## src/rtl/axis_round_robin_interconnect.sv

```systemverilog
`default_nettype none
// +--------------------------------------------------------------------------+
// | axis_round_robin_interconnect: N-to-1 AXI-Stream packet mux, round-robin |
// | arbitration, grant locked until tlast. Option macro: AXIS_RR_OUT_REG_EN  |
// | Revision: 1.0                                                            |
// +--------------------------------------------------------------------------+
module axis_round_robin_interconnect #(
  parameter int PORTS_QTY   = 4,
  parameter int TDATA_WIDTH = 32,
  parameter int TUSER_WIDTH = 16
) (
  input  logic                                    clk,
  input  logic                                    resetn,
  input  logic [PORTS_QTY-1:0]                    s_axis_data_tvalid,
  output logic [PORTS_QTY-1:0]                    s_axis_data_tready,
  input  logic [PORTS_QTY-1:0]                    s_axis_data_tlast,
  input  logic [PORTS_QTY-1:0][TDATA_WIDTH-1:0]   s_axis_data_tdata,
  input  logic [PORTS_QTY-1:0][TUSER_WIDTH-1:0]   s_axis_data_tuser,
  output logic                                    m_axis_data_tvalid,
  input  logic                                    m_axis_data_tready,
  output logic                                    m_axis_data_tlast,
  output logic [TDATA_WIDTH-1:0]                  m_axis_data_tdata,
  output logic [TUSER_WIDTH-1:0]                  m_axis_data_tuser
);

  localparam int IDX_W = (PORTS_QTY > 1) ? $clog2(PORTS_QTY) : 1;
  localparam logic [IDX_W-1:0] LAST_PORT = IDX_W'(PORTS_QTY - 1);

  typedef enum logic [0:0] {
    IDLE = 1'b0,
    BUSY = 1'b1
  } state_t;

  state_t           state_q, state_d;
  // The most recent grant doubles as the active grant while BUSY.
  logic [IDX_W-1:0] last_grant_q, last_grant_d;

  logic             found_w;
  logic [IDX_W-1:0] sel_w;
  logic [IDX_W-1:0] idx_w;
  logic             busy_w;
  logic             out_ready_w;
  logic             accept_w;

  assign busy_w   = (state_q == BUSY);
  assign accept_w = busy_w & s_axis_data_tvalid[last_grant_q] & out_ready_w;

  always_comb begin
    found_w = 1'b0;
    sel_w   = '0;
    idx_w   = '0;
    for (int k = 1; k <= PORTS_QTY; k++) begin
      idx_w = IDX_W'((int'(last_grant_q) + k) % PORTS_QTY);
      if (!found_w && s_axis_data_tvalid[idx_w]) begin
        found_w = 1'b1;
        sel_w   = idx_w;
      end
    end
  end

  always_ff @(posedge clk) begin
    if (resetn) begin
      state_q      <= IDLE;
      last_grant_q <= LAST_PORT;
    end else begin
      state_q      <= state_d;
      last_grant_q <= last_grant_d;
    end
  end

  always_comb begin
    state_d      = state_q;
    last_grant_d = last_grant_q;
    case (state_q)
      IDLE: begin
        if (found_w) begin
          last_grant_d = sel_w;
          state_d      = BUSY;
        end
      end
      BUSY: begin
        if (accept_w && s_axis_data_tlast[last_grant_q]) begin
          state_d = IDLE;
        end
      end
      default: state_d = IDLE;
    endcase
  end

  for (genvar g = 0; g < PORTS_QTY; g++) begin : g_ready
    assign s_axis_data_tready[g] = busy_w && (last_grant_q == IDX_W'(g)) && out_ready_w;
  end

`ifdef AXIS_RR_OUT_REG_EN
  logic                   m_valid_q;
  logic                   m_last_q;
  logic [TDATA_WIDTH-1:0] m_data_q;
  logic [TUSER_WIDTH-1:0] m_user_q;

  // A held beat frees the stage in the same cycle it is consumed.
  assign out_ready_w = !m_valid_q || m_axis_data_tready;

  always_ff @(posedge clk) begin
    if (resetn) begin
      m_valid_q <= 1'b0;
      m_last_q  <= 1'b0;
      m_data_q  <= '0;
      m_user_q  <= '0;
    end else if (accept_w) begin
      m_valid_q <= 1'b1;
      m_last_q  <= s_axis_data_tlast[last_grant_q];
      m_data_q  <= s_axis_data_tdata[last_grant_q];
      m_user_q  <= s_axis_data_tuser[last_grant_q];
    end else if (m_axis_data_tready) begin
      m_valid_q <= 1'b0;
    end
  end

  assign m_axis_data_tvalid = m_valid_q;
  assign m_axis_data_tlast  = m_last_q;
  assign m_axis_data_tdata  = m_data_q;
  assign m_axis_data_tuser  = m_user_q;
`else
  assign out_ready_w        = m_axis_data_tready;
  assign m_axis_data_tvalid = busy_w & s_axis_data_tvalid[last_grant_q];
  assign m_axis_data_tlast  = busy_w & s_axis_data_tlast[last_grant_q];
  assign m_axis_data_tdata  = busy_w ? s_axis_data_tdata[last_grant_q] : '0;
  assign m_axis_data_tuser  = busy_w ? s_axis_data_tuser[last_grant_q] : '0;
`endif

endmodule
`default_nettype wire

```

## config.mk

```make
export PLATFORM = sky130hd
export DESIGN_NAME = axis_round_robin_interconnect
export DESIGN_NICKNAME = d
export VERILOG_FILES = /design/src/rtl/axis_round_robin_interconnect.sv
export SDC_FILE = /design/constraint.sdc
export NUM_CORES = 1
export LEC_CHECK = 0
export BUFFER_PORTS_ARGS = -buffer_cell sky130_fd_sc_hd__buf_2
export CAP_MARGIN = 30
export CELL_PAD_IN_SITES_DETAIL_PLACEMENT = 0
export CELL_PAD_IN_SITES_GLOBAL_PLACEMENT = 1
export CORE_ASPECT_RATIO = 0.5
export CORE_UTILIZATION = 21
export CTS_CLUSTER_DIAMETER = 40
export DETAILED_ROUTE_END_ITERATION = 10
export GPL_TIMING_DRIVEN = 0
export PLACE_DENSITY = 0.85
export SETUP_SLACK_MARGIN = 0.1
export SLEW_MARGIN = 20
export SYNTH_ARGS = -nofsm -noshare
export SYNTH_HDL_FRONTEND = slang
export SYNTH_SLANG_ARGS = --single-unit
```

## constraint.sdc

```tcl
create_clock -name clk -period 2.4 [get_ports clk]
set_input_delay 0.12 -clock clk [delete_from_list [all_inputs] [get_ports clk]]
set_output_delay 0.12 -clock clk [all_outputs]
set_load 0.02 [all_outputs]
```

# Word-level counts from Yosys, hierarchy flattened
# Cells that the tools add are included.
# op_classes
add_sub_neg	4
n_lt_le_gt_ge	5
n_eq_ne	3
muxes	29
n_bitwise	4
n_reduce_logical	17
# ops
cell	n
$bmux W32 S2	1
$mux W32	2
$bmux W16 S2	1
$mux W16	2
$lt A2 B3 Y1 const B	5
$bmux W1 S2	6
$logic_and A1 B1 Y1	12
$mux W1	12
$mux W2	4
$add A2 B1 Y2 const B	2
$add A2 B2 Y2 const B	2
$eq A2 B2 Y1 const B	2
$and A1 B1 Y1	3
$logic_not A1 Y1	3
$eq A2 B1 Y1 const B	1
$logic_not A2 Y1	1
$pmux W1 S2	1
$reduce_and A2 Y1	1
$not A1 Y1	1
# totals
regBits	3
in_bits	203
output_inout_bits	54

# Depth between registers and ports, before layout
# Gate-level depths: netlist of run 1.
# depth
depth_word	15
mapped_depth	9

# Worst setup path before layout of run 1
# No wires, ideal clock.
# synth_timing
path_kind	register to register
startpoint	register last_grant_q[0]
endpoint	register state_q, in the netlist busy_w
setup_time_ps	131
arrival_time_ps	1883
setup_slack_ps	386
path_stages_with_launch	10
n_path_buf	3
period_less_slack_ps	2014
cell_sequence	dfxtp_1 > buf_6 > buf_12 > buf_6 > inv_1 > ha_1 > mux4_2 > nor3_2 > nor3b_2 > a311oi_2
# synth_between
elab_chain_len	15
# synth_lines
item	line_no	rtl
from (decl)	36	logic [IDX_W-1:0] last_grant_q, last_grant_d;
from (signal assigned)	67	last_grant_q <= last_grant_d;
$add A2 B1 Y2	53	idx_w = IDX_W'((int'(last_grant_q) + k) % PORTS_QTY);
$bmux W1 S2	54	if (!found_w && s_axis_data_tvalid[idx_w]) begin
$mux W1 (not written as such)	54	
$mux W1	54	
$logic_not A1 Y1	54	
$logic_and A1 B1 Y1	54	
$mux W1	54	
$logic_not A1 Y1	54	
$logic_and A1 B1 Y1	54	
$mux W1	54	
$logic_not A1 Y1	54	
$logic_and A1 B1 Y1	54	
$mux W1	54	
$mux W1	76	if (found_w) begin
$pmux W1 S2 (*)	74	case (state_q)
to (signal assigned)	66	state_q <= state_d;
to (decl)	34	state_t state_q, state_d;
# Every way passes the cells marked *; elsewhere a longest branch is shown, timed or not. The select of a mux whose other input is x is not followed.
# A chain may end at the register's enable or synchronous reset.

# Final worst setup path of run 1
# Same ends and word-level chain as after synthesis.

==> results of run 1 <==
==> worst max-delay path by stage <==
stage	slack (ns)	start	endpoint	cells after the start
floorplan	0.39	last_grant_q[0]$_SDFFE_PP1P_	busy_w$_SDFF_PP0_	9
global placement	0.17	last_grant_q[0]$_SDFFE_PP1P_	busy_w$_SDFF_PP0_	9
detailed placement	0.18	last_grant_q[0]$_SDFFE_PP1P_	busy_w$_SDFF_PP0_	9
CTS	0.16	last_grant_q[0]$_SDFFE_PP1P_	busy_w$_SDFF_PP0_	9
global route	0.13	last_grant_q[0]$_SDFFE_PP1P_	busy_w$_SDFF_PP0_	9
finish	0.26	last_grant_q[0]$_SDFFE_PP1P_	busy_w$_SDFF_PP0_	9
==> flip-flops by register name, summed over array words and instances, names as in the netlist <==
signal        flops
busy_w            1
last_grant_q      2
==> final cells by class <==
cell class,instances,area share
repair buffers,256,0.371
well taps,117,0.0424
clock buffers,4,0.0228
plain buffers,19,0.0424
inverters,2,0.00217
flip-flops and latches,3,0.0174
multi-input cells,130,0.502
==> repair_timing <==
action | in CTS | in global routing
hold endpoints to repair | 0 | 0
endpoints found under the setup margin | 0 | 2
resized for setup | 0 | 2
==> metrics by stage <==
stage          worst slack, ns  std cells  hold WS [ns]
4_1_cts                  0.161        531         0.125
5_1_grt                  0.128        531         0.138
2_1_floorplan            0.386        154         0.188
3_5_place_dp             0.176        527         0.359
3_3_place_gp             0.169        527         0.353
6_report                 0.264        531         0.133
==> cells by family (layout without fill, tap and decap cells) <==
kind of cell | Yosys count | in the layout | synth area share
buf+inv | 21 | 281 | 0.0778
fa+ha+maj | 4 | 4 | 0.0259
mux | 55 | 55 | 0.629
compound gates | 7 | 7 | 0.0279
flops | 3 | 3 | 0.0311
simple gates | 64 | 64 | 0.208
==> layer usage <==
layer	up-vias	global-route usage	wire length [microns]
li1	1147	-	-
met1	1265	0.223	3310
met2	91	0.305	4550
met3	8	0.0168	352
met4	0	0.0342	72
met5	-	0	0
==> cell usage in the layout, fill, tap and decap left out, drive strengths merged <==
master,count
clkbuf,13
nor2b,1
nor3,1
and2,50
ha,4
and3,4
a211oi,2
inv,2
a311oi,1
nand2,3
nor4,1
mux4,53
buf,266
nor2,2
o21ai,2
mux2i,2
dfxtp,3
nor3b,2
a21oi,1
a211o,1
==> critical path: stages, from the launching register on <==
cell and delay, ns:
dfxtp_1 0.37, buf_6 0.15, buf_12 0.15, buf_8 0.16, inv_1 0.10, ha_4 0.29, mux4_2 0.30, nor3_2 0.21
nor3b_2 0.21, a311oi_2 0.06
==> where the power goes <==
part	internal (mW)	leakage [nW]	switching, mW
logic	1.13	1.76	1.00
registers	0.0653	0.0251	0.0166
clock network	0.220	0.0382	0.0495
total	1.42	1.82	1.07
==> results.yml, run 1 <==
outcome:
  outcome: "completed"
sta:
  period_share: 0.890
  fmax_mhz: 468
  fin_worst_skew_ns: 0.00115
  slew_headroom: 0.608
  finalSetupTns_ns: 0
  tightest_slew_ns: 0.588
  final_max_slew_viol_count: 0
  rsz0062_at_grt: "false"
  setup_viol: 0
  final_hold_viol_count: 0
  min_period_ns: 2.14
critical_path:
  critPathLaunchType: "register"
  crit_required_ns: 2.50
  rr_worst_depth: 9
  crit_fanout: 10
  reg2reg_slack_ns: 0.26
  r2r_end: "busy_w$_SDFF_PP0_"
  critical_path_class: "reg2reg"
  rr_startpoint: "last_grant_q[0]$_SDFFE_PP1P_"
  endpoint_kind: "register"
  critPathArrivalTime_ns: 2.24
synthesis:
  synth.most_common_cell: "mux4_2"
  syn-cell-area_sq_mm: 0.00193
  syn_nets: 361
  dominantRegCellSynth: "dfxtp_1"
  netlist_instances: 154
  synth_area_leaders: "mux4_2, and2_1, buf_6"
  ys_types: 24
  synth_top_cell_by_area: "mux4_2"
  synthArstFlopShare: 0
  postSynthAreaPerCell_sq_um: 12.5
  synth_seq_cells: 3
  yosys-top-cells-count: "mux4_2, and2_1, clkbuf_1, buf_6"
  synth.top_cell.area_share: 0.619
  synth_edf_count: 0
  yosys_warnings: 0
  seq_area_frac_synth: 0.0311
pwr:
  leakage_nw: 1.82
  ir_worst_vdd_mv: 0.231
  p_per_area_mw_per_mm2: 721
  power_mw: 2.49
grt:
  grt_pass1_wl_microns: 12800
  grtUsageTotal: 0.171
  grt_pass1_vias: 2548
  grt_overflow: 0
  antenna_found_initial: 0
  grt_max_degree: 11
place:
  portBuffers: 256
  hpwl_microns: 7330
  dpl_cell_area_sq_mm: 0.00336
  gp_congestion: 0.822
final_layout:
  final_nets: 622
  diodes: 0
  final_layout_size_suffix_gt1_frac: 0.790
  finalInstanceArea_sq_mm: 0.00345
  multiInputGateArea_sq_mm: 0.00173
  register_area_sq_um: 60.1
  areaGrowthSynthToFinish_pct: 78.9
  fillCellCount: 876
  final_util: 0.392
clocking:
  clkSinkCount: 3
  clk_pin_slew_ns: 0.03
  clockRootBuffer: "clkbuf_16"
  clockBufferDepth: 2
  postCtsSetupBuffers: 0
  numCtsBuffers: 3
  insertion_delay_ns: 0.23
  htreeDepth: 1
  cts_tree: "done"
  hold_buffers: 0
die:
  dieWidth_microns: 138
  io_pins: 257
  dieArea_sq_mm: 0.00960
  fp.coreArea_sq_mm: 0.00880
  die_h_microns: 69.8
  placementRows: 24
  initial_core_util: 0.219
drt:
  ant_nets: 0
  drc_errors: 0
  viasPerCell: 4.73
  wirelength_microns: 8290
  wire_per_inst_microns: 15.6
  dr.pass1.iters: 4
  via_count: 2511
  drt_iter0_drc: 97
flow_run:
  cap_violations: 0
worst_hold_path:
  holdPathStages: 2
  hold_end: "busy_w$_SDFF_PP0_"
  min_path_type: "in2reg"
  hold_start: "resetn"
Power figures use the tool's default switching activity.
==> inputs of run 2 (changes only) <==
--- a/config.mk
+++ b/config.mk
@@ -11,6 +11,7 @@
 export CELL_PAD_IN_SITES_GLOBAL_PLACEMENT = 1
 export CORE_ASPECT_RATIO = 0.5
 export CORE_UTILIZATION = 21
+export CTS_BUF_LIST = sky130_fd_sc_hd__clkbuf_8
 export CTS_CLUSTER_DIAMETER = 40
 export DETAILED_ROUTE_END_ITERATION = 10
 export GPL_TIMING_DRIVEN = 0
==> results.yml, run 2 (same netlist as run 1, synthesis figures left out) <==
final_layout:
  areaGrowthSynthToFinish_pct: 77.2
  top_register: "last_grant_q"
  final_layout_size_suffix_gt1_frac: 0.790
  finalInstanceArea_sq_mm: 0.00342
  fillCellCount: 879
  most-common-layout-cells: "buf_2, mux4_2, and2_1"
  final_nets: 622
  mostFrequentLayoutCell: "buf_2"
  diodes: 0
  largest_reg_flops: 2
sta:
  final_max_slew_viol_count: 0
  setup_viol: 0
  rsz0062_at_grt: "false"
  min_period_ns: 2.13
  tightest_slew_ns: 0.588
  final_hold_viol_count: 0
  slew_headroom: 0.608
  hold_ws_ns: 0.141
  period_share: 0.888
  fmax_mhz: 469
  fin_worst_skew_ns: 0.00261
  finalSetupTns_ns: 0
die:
  initial_core_util: 0.219
  io_pins: 257
  placementRows: 24
  dieArea_sq_mm: 0.00960
  die_h_microns: 69.8
  dieWidth_microns: 138
  fp.coreArea_sq_mm: 0.00880
clocking:
  hold_buffers: 0
  cts_tree: "done"
  clkSinkCount: 3
  htreeDepth: 1
  clockBufferDepth: 2
  insertion_delay_ns: 0.22
  clk_pin_slew_ns: 0.03
  clockRootBuffer: "clkbuf_8"
  numCtsBuffers: 3
place:
  gp_congestion: 0.822
  portBuffers: 256
  dpl_cell_area_sq_mm: 0.00336
  hpwl_microns: 7330
drt:
  wire_per_inst_microns: 15.6
  via_count: 2507
  drc_errors: 0
  drt_iter0_drc: 105
  dr.pass1.iters: 4
  wirelength_microns: 8260
  viasPerCell: 4.72
  ant_nets: 0
critical_path:
  crit_required_ns: 2.49
  crit_slowest_cell: "dfxtp_1"
  crit_fanout: 10
  critPathLaunchType: "register"
  critPathArrivalTime_ns: 2.22
  endpoint_kind: "register"
  worst_path_largest_cell_delay_ns: 0.37
  critical_path_class: "reg2reg"
  crit_chain: "buf_6 > buf_12 > buf_8 > inv_1 > ha_4 > mux4_2 > nor3_2 > nor3b_2 > a311oi_2"
grt:
  grt_pass1_vias: 2551
  grt_pass1_wl_microns: 12800
  antenna_found_initial: 0
  grt_max_degree: 11
  grt_overflow: 0
  grtUsageTotal: 0.171
pwr:
  comb_power_share: 0.904
  p_switching_mw: 1.05
  p_clk_frac: 0.061
  cell_internal_pwr_mw: 1.31
  ir_worst_vdd_mv: 0.230
  leakage_nw: 1.81
  swShare: 0.446
  p_seq_frac: 0.035
  p_per_area_mw_per_mm2: 691
outcome:
  outcome: "completed"
worst_hold_path:
  min_path_type: "in2reg"
flow_run:
  cap_violations: 0
[run 2: cell types whose count changed in the layout (fill, tap and decap cells not counted)]
cell / change
clkbuf_1: -1
clkbuf_16: -3
clkbuf_8: +3
inv_1: +1
[run 2: layer usage]
metal / track usage / part of all wire
met1: 0.222 / 0.40
met2: 0.305 / 0.55
met3: 0.0168 / 0.043
met4: 0.0342 / 0.0071
met5: 0 / 0
[run 2: layout make-up]
type	instances	area [sq um]	area share
buffer	19	146	0.0428
clock buffer	3	41.3	0.0121
clock inverter	1	3.75	0.00110
inverter	2	7.51	0.00220
multi-input combinational	130	1730	0.507
sequential	3	60.1	0.0176
tap	117	146	0.0428
timing repair buffer	256	1280	0.375
[run 2: worst paths after layout]
path,slack (ns),startpoint,to,cells after the start
worst max-delay path,0.27,last_grant_q[0]$_SDFFE_PP1P_,busy_w$_SDFF_PP0_,9
worst min-delay path,0.14,resetn,busy_w$_SDFF_PP0_,2
worst max register to register,0.27,last_grant_q[0]$_SDFFE_PP1P_,busy_w$_SDFF_PP0_,9
worst min register to register,0.79,busy_w$_SDFF_PP0_,last_grant_q[0]$_SDFFE_PP1P_,2
[run 2: what timing repair did]
action                                  in CTS  in global routing
endpoints found under the setup margin       0                  2
setup buffers                                0                  0
resized for setup                            0                  2
endpoints found under the hold margin        0                  0
[run 2: metrics by stage]
stage	total power, mW	utilization	instances	worst slack, ns
5_1_grt	2.55	0.389	531	0.129
2_1_floorplan	1.64	-	154	0.386
3_5_place_dp	2.22	0.382	527	0.176
6_report	2.36	0.389	531	0.270
3_3_place_gp	2.20	0.382	527	0.169
4_1_cts	2.38	0.387	531	0.162
[run 2: worst max-delay path: cells and delay by family (launching register included)]
kind                       cells  cell delay, ns
muxes                          1            0.30
AOI/OAI and AO/OA              1            0.06
buffers and inverters          4            0.56
and+or+nand+nor                2            0.42
DFF                            1            0.37
adders and majority gates      1            0.29
[run 2: power by group through the flow]
stage	sequential, mW	clock [mW]	combinational (mW)
floorplan	0.0778	0	1.56
global placement	0.0833	0	2.11
detailed placement	0.0830	0	2.14
CTS	0.0825	0.148	2.15
global route	0.0836	0.153	2.31
finish	0.0820	0.145	2.14
